--- src/rtl/blake_msg_host_if.sv ---
// Byte-stream, hasher-control and digest-handshake bundle for blake_msg_host.
// master = upstream source / hasher / digest consumer side, slave = blake_msg_host.
interface blake_msg_host_if #(
  parameter int W = 32
);
  logic [7:0]     s_data;
  logic           s_valid;
  logic           s_last;
  logic           s_empty;
  logic           s_ready;
  logic [7:0]     data_out;
  logic           dv_out;
  logic           drdy_in;
  logic           start_out;
  logic           finish_out;
  logic [7:0]     hd_in;
  logic           hdv_in;
  logic           hend_in;
  logic [W*8-1:0] digest;
  logic           digest_valid;
  logic           digest_ack;
  logic [W*2-1:0] msg_len;
  logic           busy;
  logic           err;

  modport master (
    output s_data, s_valid, s_last, s_empty, drdy_in, hd_in, hdv_in, hend_in, digest_ack,
    input  s_ready, data_out, dv_out, start_out, finish_out, digest, digest_valid, msg_len, busy, err
  );

  modport slave (
    input  s_data, s_valid, s_last, s_empty, drdy_in, hd_in, hdv_in, hend_in, digest_ack,
    output s_ready, data_out, dv_out, start_out, finish_out, digest, digest_valid, msg_len, busy, err
  );
endinterface

--- src/rtl/blake_msg_host.sv ---
// Host-side front end for the BLAKE2 data manager: streams a message into the hasher and gathers the digest.
// Optional WAIT_DIG watchdog is built when BLAKE_MSG_HOST_TIMEOUT_EN is defined.
module blake_msg_host #(
  parameter int W       = 32,
  parameter int TIMEOUT = 1024
) (
  input  logic            clk,
  input  logic            rst,
  blake_msg_host_if.slave bus
);
  typedef enum logic [2:0] {
    IDLE     = 3'd0,
    START    = 3'd1,
    STREAM   = 3'd2,
    WAIT_DIG = 3'd3,
    DONE     = 3'd4
  } state_t;

  localparam int CW = $clog2(W + 1);
  localparam int LW = W * 2;

  state_t         state_r;
  logic [CW-1:0]  cnt_r;
  logic [W*8-1:0] digest_r;
  logic [LW-1:0]  msg_len_r;
  logic           start_r;
  logic           fin_r;
  logic           dvalid_r;
  logic           busy_r;
  logic           err_r;
  logic           acc_s;

`ifdef BLAKE_MSG_HOST_TIMEOUT_EN
  localparam int TW = $clog2(TIMEOUT + 1);
  logic [TW-1:0]  wd_r;
`else
  logic           timeout_unused_s;
  assign timeout_unused_s = (TIMEOUT > 0);
`endif

  // Upstream is only opened while streaming, and then mirrors the hasher's ready.
  always_comb begin
    bus.s_ready = 1'b0;
    if (state_r == STREAM) begin
      bus.s_ready = bus.drdy_in;
    end else begin
      bus.s_ready = 1'b0;
    end
  end

  assign acc_s            = bus.s_valid & bus.s_ready;
  assign bus.data_out     = bus.s_data;
  assign bus.dv_out       = acc_s & ~bus.s_empty;
  // Finish leads the register by one cycle so it coincides with the last beat.
  assign bus.finish_out   = fin_r | (acc_s & bus.s_last);
  assign bus.start_out    = start_r;
  assign bus.digest       = digest_r;
  assign bus.digest_valid = dvalid_r;
  assign bus.msg_len      = msg_len_r;
  assign bus.busy         = busy_r;
  assign bus.err          = err_r;

  // Control FSM with message counter, digest assembly and sticky error.
  always_ff @(posedge clk) begin
    if (rst) begin
      state_r   <= IDLE;
      cnt_r     <= '0;
      digest_r  <= '0;
      msg_len_r <= '0;
      start_r   <= 1'b0;
      fin_r     <= 1'b0;
      dvalid_r  <= 1'b0;
      busy_r    <= 1'b0;
      err_r     <= 1'b0;
`ifdef BLAKE_MSG_HOST_TIMEOUT_EN
      wd_r      <= '0;
`endif
    end else begin
      start_r <= 1'b0;
      if (bus.hdv_in && (state_r != WAIT_DIG)) begin
        err_r <= 1'b1;
      end
      case (state_r)
        IDLE: begin
          if (bus.s_valid) begin
            state_r <= START;
            start_r <= 1'b1;
            busy_r  <= 1'b1;
          end
        end
        START: begin
          msg_len_r <= '0;
          digest_r  <= '0;
          cnt_r     <= '0;
          // A stray digest byte in this very cycle still gets reported.
          if (!bus.hdv_in) begin
            err_r <= 1'b0;
          end
`ifdef BLAKE_MSG_HOST_TIMEOUT_EN
          wd_r      <= '0;
`endif
          state_r   <= STREAM;
        end
        STREAM: begin
          if (acc_s) begin
            if (!bus.s_empty) begin
              msg_len_r <= msg_len_r + LW'(1);
            end else if (!bus.s_last) begin
              err_r <= 1'b1;
            end
            if (bus.s_last) begin
              fin_r   <= 1'b1;
              state_r <= WAIT_DIG;
            end
          end
        end
        WAIT_DIG: begin
          if (bus.hdv_in) begin
            if (cnt_r < CW'(W)) begin
              for (int k = 0; k < W; k++) begin
                if (cnt_r == CW'(k)) begin
                  digest_r[k*8 +: 8] <= bus.hd_in;
                end
              end
              cnt_r <= cnt_r + CW'(1);
            end else begin
              err_r <= 1'b1;
            end
            if (bus.hend_in) begin
              if (cnt_r != CW'(W - 1)) begin
                err_r <= 1'b1;
              end
              fin_r    <= 1'b0;
              dvalid_r <= 1'b1;
              state_r  <= DONE;
            end
          end
`ifdef BLAKE_MSG_HOST_TIMEOUT_EN
          if (bus.hdv_in) begin
            wd_r <= '0;
          end else if (wd_r == TW'(TIMEOUT - 1)) begin
            err_r    <= 1'b1;
            fin_r    <= 1'b0;
            dvalid_r <= 1'b1;
            state_r  <= DONE;
            wd_r     <= '0;
          end else begin
            wd_r <= wd_r + TW'(1);
          end
`endif
        end
        DONE: begin
          if (bus.digest_ack) begin
            dvalid_r <= 1'b0;
            busy_r   <= 1'b0;
            state_r  <= IDLE;
          end
        end
        default: begin
          state_r  <= IDLE;
          fin_r    <= 1'b0;
          dvalid_r <= 1'b0;
          busy_r   <= 1'b0;
        end
      endcase
    end
  end
endmodule

--- src/flat_wrapper.sv ---
// flat-port wrapper written by rule: the top's interface ports become plain ports
module blake_msg_host_flat 
#(
  parameter int W       = 32,
  parameter int TIMEOUT = 1024
)
  (clk, rst, bus_s_data, bus_s_valid, bus_s_last, bus_s_empty, bus_drdy_in, bus_hd_in, bus_hdv_in, bus_hend_in, bus_digest_ack, bus_s_ready, bus_data_out, bus_dv_out, bus_start_out, bus_finish_out, bus_digest, bus_digest_valid, bus_msg_len, bus_busy, bus_err);
  blake_msg_host_if #(.W(W)) bus_i ();
  input  logic clk;
  input  logic rst;
  input wire logic [$bits(bus_i.s_data)-1:0] bus_s_data;
  input wire logic [$bits(bus_i.s_valid)-1:0] bus_s_valid;
  input wire logic [$bits(bus_i.s_last)-1:0] bus_s_last;
  input wire logic [$bits(bus_i.s_empty)-1:0] bus_s_empty;
  input wire logic [$bits(bus_i.drdy_in)-1:0] bus_drdy_in;
  input wire logic [$bits(bus_i.hd_in)-1:0] bus_hd_in;
  input wire logic [$bits(bus_i.hdv_in)-1:0] bus_hdv_in;
  input wire logic [$bits(bus_i.hend_in)-1:0] bus_hend_in;
  input wire logic [$bits(bus_i.digest_ack)-1:0] bus_digest_ack;
  output wire logic [$bits(bus_i.s_ready)-1:0] bus_s_ready;
  output wire logic [$bits(bus_i.data_out)-1:0] bus_data_out;
  output wire logic [$bits(bus_i.dv_out)-1:0] bus_dv_out;
  output wire logic [$bits(bus_i.start_out)-1:0] bus_start_out;
  output wire logic [$bits(bus_i.finish_out)-1:0] bus_finish_out;
  output wire logic [$bits(bus_i.digest)-1:0] bus_digest;
  output wire logic [$bits(bus_i.digest_valid)-1:0] bus_digest_valid;
  output wire logic [$bits(bus_i.msg_len)-1:0] bus_msg_len;
  output wire logic [$bits(bus_i.busy)-1:0] bus_busy;
  output wire logic [$bits(bus_i.err)-1:0] bus_err;
  assign bus_i.s_data = bus_s_data;
  assign bus_i.s_valid = bus_s_valid;
  assign bus_i.s_last = bus_s_last;
  assign bus_i.s_empty = bus_s_empty;
  assign bus_i.drdy_in = bus_drdy_in;
  assign bus_i.hd_in = bus_hd_in;
  assign bus_i.hdv_in = bus_hdv_in;
  assign bus_i.hend_in = bus_hend_in;
  assign bus_i.digest_ack = bus_digest_ack;
  assign bus_s_ready = bus_i.s_ready;
  assign bus_data_out = bus_i.data_out;
  assign bus_dv_out = bus_i.dv_out;
  assign bus_start_out = bus_i.start_out;
  assign bus_finish_out = bus_i.finish_out;
  assign bus_digest = bus_i.digest;
  assign bus_digest_valid = bus_i.digest_valid;
  assign bus_msg_len = bus_i.msg_len;
  assign bus_busy = bus_i.busy;
  assign bus_err = bus_i.err;
  blake_msg_host #(.W(W), .TIMEOUT(TIMEOUT)) u_core (.clk(clk), .rst(rst), .bus(bus_i));
endmodule
--- config.mk ---
export PLATFORM = sky130hd
export DESIGN_NAME = blake_msg_host_flat
export DESIGN_NICKNAME = d
export VERILOG_FILES = /design/src/rtl/blake_msg_host_if.sv /design/src/rtl/blake_msg_host.sv /design/src/flat_wrapper.sv
export SDC_FILE = /design/constraint.sdc
export NUM_CORES = 1
export LEC_CHECK = 0
export CELL_PAD_IN_SITES_DETAIL_PLACEMENT = 1
export CELL_PAD_IN_SITES_GLOBAL_PLACEMENT = 1
export CORE_MARGIN = 5
export CORE_UTILIZATION = 36
export DETAILED_ROUTE_END_ITERATION = 6
export PLACE_DENSITY_LB_ADDON = 0.2
export REMOVE_ABC_BUFFERS = 1
export SKIP_CTS_REPAIR_TIMING = 1
export SLEW_MARGIN = 20
export SYNTH_ARGS = -nofsm -noshare
export SYNTH_HDL_FRONTEND = slang
export SYNTH_SLANG_ARGS = --single-unit
--- constraint.sdc ---
create_clock -name clk -period 2.7 [get_ports clk]
set_input_delay 0.405 -clock clk [delete_from_list [all_inputs] [get_ports clk]]
set_output_delay 0.405 -clock clk [all_outputs]
set_load 0.005 [all_outputs]
==> results.toml <==
[yosys]
syn_area_um2 = 13300
synth_ff_type = "dfxtp_1"
ys_ff_latch = 334
ys_types = 47
synth_edf_count = 0
yosysSeqAreaShare_pct = 50.1
synth_area_per_cell_um2 = 9.36
async_reset_ff_share_pct = 0
synth_cells = 1426
yosys_warnings = 0

[place]
io_buffers = 343
placed_cells = 2211
place.gp.congestion = 0.829
preCtsSetupSlack_ns = -0.0175
placed_area_um2 = 17700
dp_hpwl_um = 32000

[hold_path]
hp-class = "input pin to flop"
min_from = "rst"
hold_path_depth = 2

[layout]
fin_nets = 1814
area_growth_syn_to_layout_pct = 41.7
final_cell_area_um2 = 18900
multi_input_area_um2 = 6170
num_antenna_cells = 0
drive_gt1_share_pct = 8.97
n_fill_cell = 4144
fin_cells = 2275
seq_area_um2 = 6690

[power_and_ir_drop]
ir_drop_mv = 0.431
power_density_nw_per_um2 = 563
p_leak_nw = 6.70

[critical_path]
critPathMaxStageDelay_ns = 0.74
critPathLaunch = "u_core.bus.msg_len[6]$_SDFFE_PP0P_"
worstPathArrival_ns = 3.08
start_kind = "flop"
cpMaxStageDelayCell = "or4b_1"
crit_path_cell_trace = "nand4_2, or4_4, or4b_1, or4_1, a21oi_1"
crit_required_ns = 3.17
crit_fanout = 11
setup.worst_path.end_class = "flop"
critical_path_class = "flop to flop"
r2r_cells = 5
reg2reg_from = "u_core.bus.msg_len[6]$_SDFFE_PP0P_"
rrSetupSlack_ns = 0.09

[routing]
drt_iter0_markers = 438
dr.pass1.iters = 4
viasPerCell = 5.20
drc_errors = 0
route.vias.total = 11800
routed_wl_um = 46800
wl_per_cell_um = 20.6
drt.antenna.violating_nets = 0

[die]
dieArea_um2 = 41000
io_pins = 360
die_h_um = 203
num_rows = 70
core_area_um2 = 36600
start_util_pct = 36.4
die_x_um = 203

[flow_run]
drv_cap = 0

[timing]
fin_crit_sh_pct = 96.7
setup_ws_ns = 0.0887
final_hold_viol_count = 0
setup_viol = 0
tns_ns = 0
slew_viol_final = 0
whs_ns = 0.364
slew_headroom_pct = 46.8
rsz0062_at_grt = "false"
period_needed_ns = 2.61
clock_skew_ns = 0.0221
worstMarginPinSlew_ns = 0.788
max_freq_ghz = 0.383

[clocking]
clock_latency_ns = 0.55
clkSinkCount = 334
htree_num_levels = 2
cts_tree = "built"
cts_buffer_depth = 3
cts-buffers-inserted = 39
clock_tree.root_cell = "clkbuf_16"
clk_pin_slew_ns = 0.06

[grt]
antenna_found_initial = 0
grtUsageTotal_pct = 22.0
grt_pass1_vias = 12500
grt_overflow = 0
grt_max_degree = 102
grt_pass1_wl_um = 72500

[run_status]
status = "completed"
-- cells in the mapped netlist, drive strengths merged (3+ instances only) --
cell | n | area share (%)
ha | 5 | 0.47
buf | 14 | 0.68
inv | 16 | 0.45
and2 | 10 | 0.47
nor4 | 11 | 0.52
or2 | 4 | 0.19
or3 | 21 | 0.98
nand4 | 24 | 1.2
nor4bb | 3 | 0.23
xnor2 | 15 | 0.98
xor2 | 6 | 0.39
or4 | 31 | 1.8
nor3 | 15 | 0.56
nand2b | 5 | 0.23
mux2i | 257 | 19
o21ai | 20 | 0.75
a21oi | 87 | 3.3
nor4b | 5 | 0.33
nand3 | 26 | 0.98
o31ai | 24 | 1.4
clkbuf | 98 | 2.8
and4 | 4 | 0.26
nand2 | 31 | 0.87
dfxtp | 334 | 50
and3 | 3 | 0.14
nor2 | 337 | 9.5
-- sequential cells by signal, summed over array words and instances, names as in the netlist --
signal                   cells
u_core.cnt_r                 6
u_core.bus.digest          256
u_core.bus.err               1
u_core.bus.busy              1
u_core.bus.msg_len          64
u_core.bus.digest_valid      1
u_core.state_r               3
u_core.fin_r                 1
u_core.bus.start_out         1
-- power by group --
part	internal (mW)	total (mW)	switching, mW
Combinational	0.282	0.678	0.396
Clock	2.94	5.00	2.06
Sequential	4.95	4.97	0.0176
-- cell usage in the layout, fill, tap and decap left out, types with 3 or more instances in the layout --
master	n
and3_1	3
clkdlybuf4s50_1	342
or3_1	21
and2_2	8
xor2_1	6
xnor2_1	15
nor3_1	14
o31ai_1	24
nor4_1	11
nand2_1	31
nor4bb_1	3
nand4_1	22
nor2_1	336
buf_4	76
nand3_1	26
nand2b_1	5
clkbuf_8	6
a21oi_1	87
and4_1	4
ha_1	5
inv_1	16
clkbuf_16	40
mux2i_1	257
or4_4	3
clkbuf_1	11
nor4b_1	5
clkinv_2	5
dfxtp_1	333
o21ai_0	20
or2_2	4
buf_12	10
or4_1	28
-- per-layer routing --
layer	vias up	global-route usage (%)	part of all wire, %
li1	5620	-	-
met1	5834	26.8	42
met2	305	37.5	48
met3	60	7.52	8.1
met4	0	5.50	2.0
met5	-	0	0
-- path summary, 6_finish.rpt --
kind / endpoint
worst min-delay path: u_core.bus.digest[255]$_SDFFE_PP0P_
worst min register to register: u_core.bus.digest[63]$_SDFFE_PP0P_
worst max-delay path: u_core.bus.msg_len[55]$_SDFFE_PP0P_
worst max register to register: u_core.bus.msg_len[55]$_SDFFE_PP0P_
-- stage by stage --
step / power [mW] / util (%)
floorplan: 5.42 / -
global placement: 5.75 / 48.3
detailed placement: 5.76 / 48.3
CTS: 10.8 / 51.6
global route: 11.0 / 51.6
finish: 10.6 / 51.6
-- final cells by class --
type	count	share of cell area (%)
inverter	16	0.318
timing repair buffer	429	22.3
multi-input combinational	964	32.6
clock inverter	8	0.424
tap	468	3.10
clock buffer	56	5.88
sequential	334	35.4
-- critical path, delay by kind of cell, from the launching register on --
kind            cells  cell delay (ns)
simple gates        4             2.03
flops               1             0.35
compound gates      1             0.16
-- logic make-up (layout without fill, tap and decap cells) --
kind of cell    count (synthesis)  after routing  share of synthesized area, %
simple gates                  539            539                          18.8
flops                         334            334                          50.1
mux                           257            257                          19.3
compound gates                142            142                          6.04
buf+inv                       128            509                          3.88
xor+xnor                       21             21                          1.38
fa+ha+maj                       5              5                         0.469
Power figures use the tool's default switching activity.
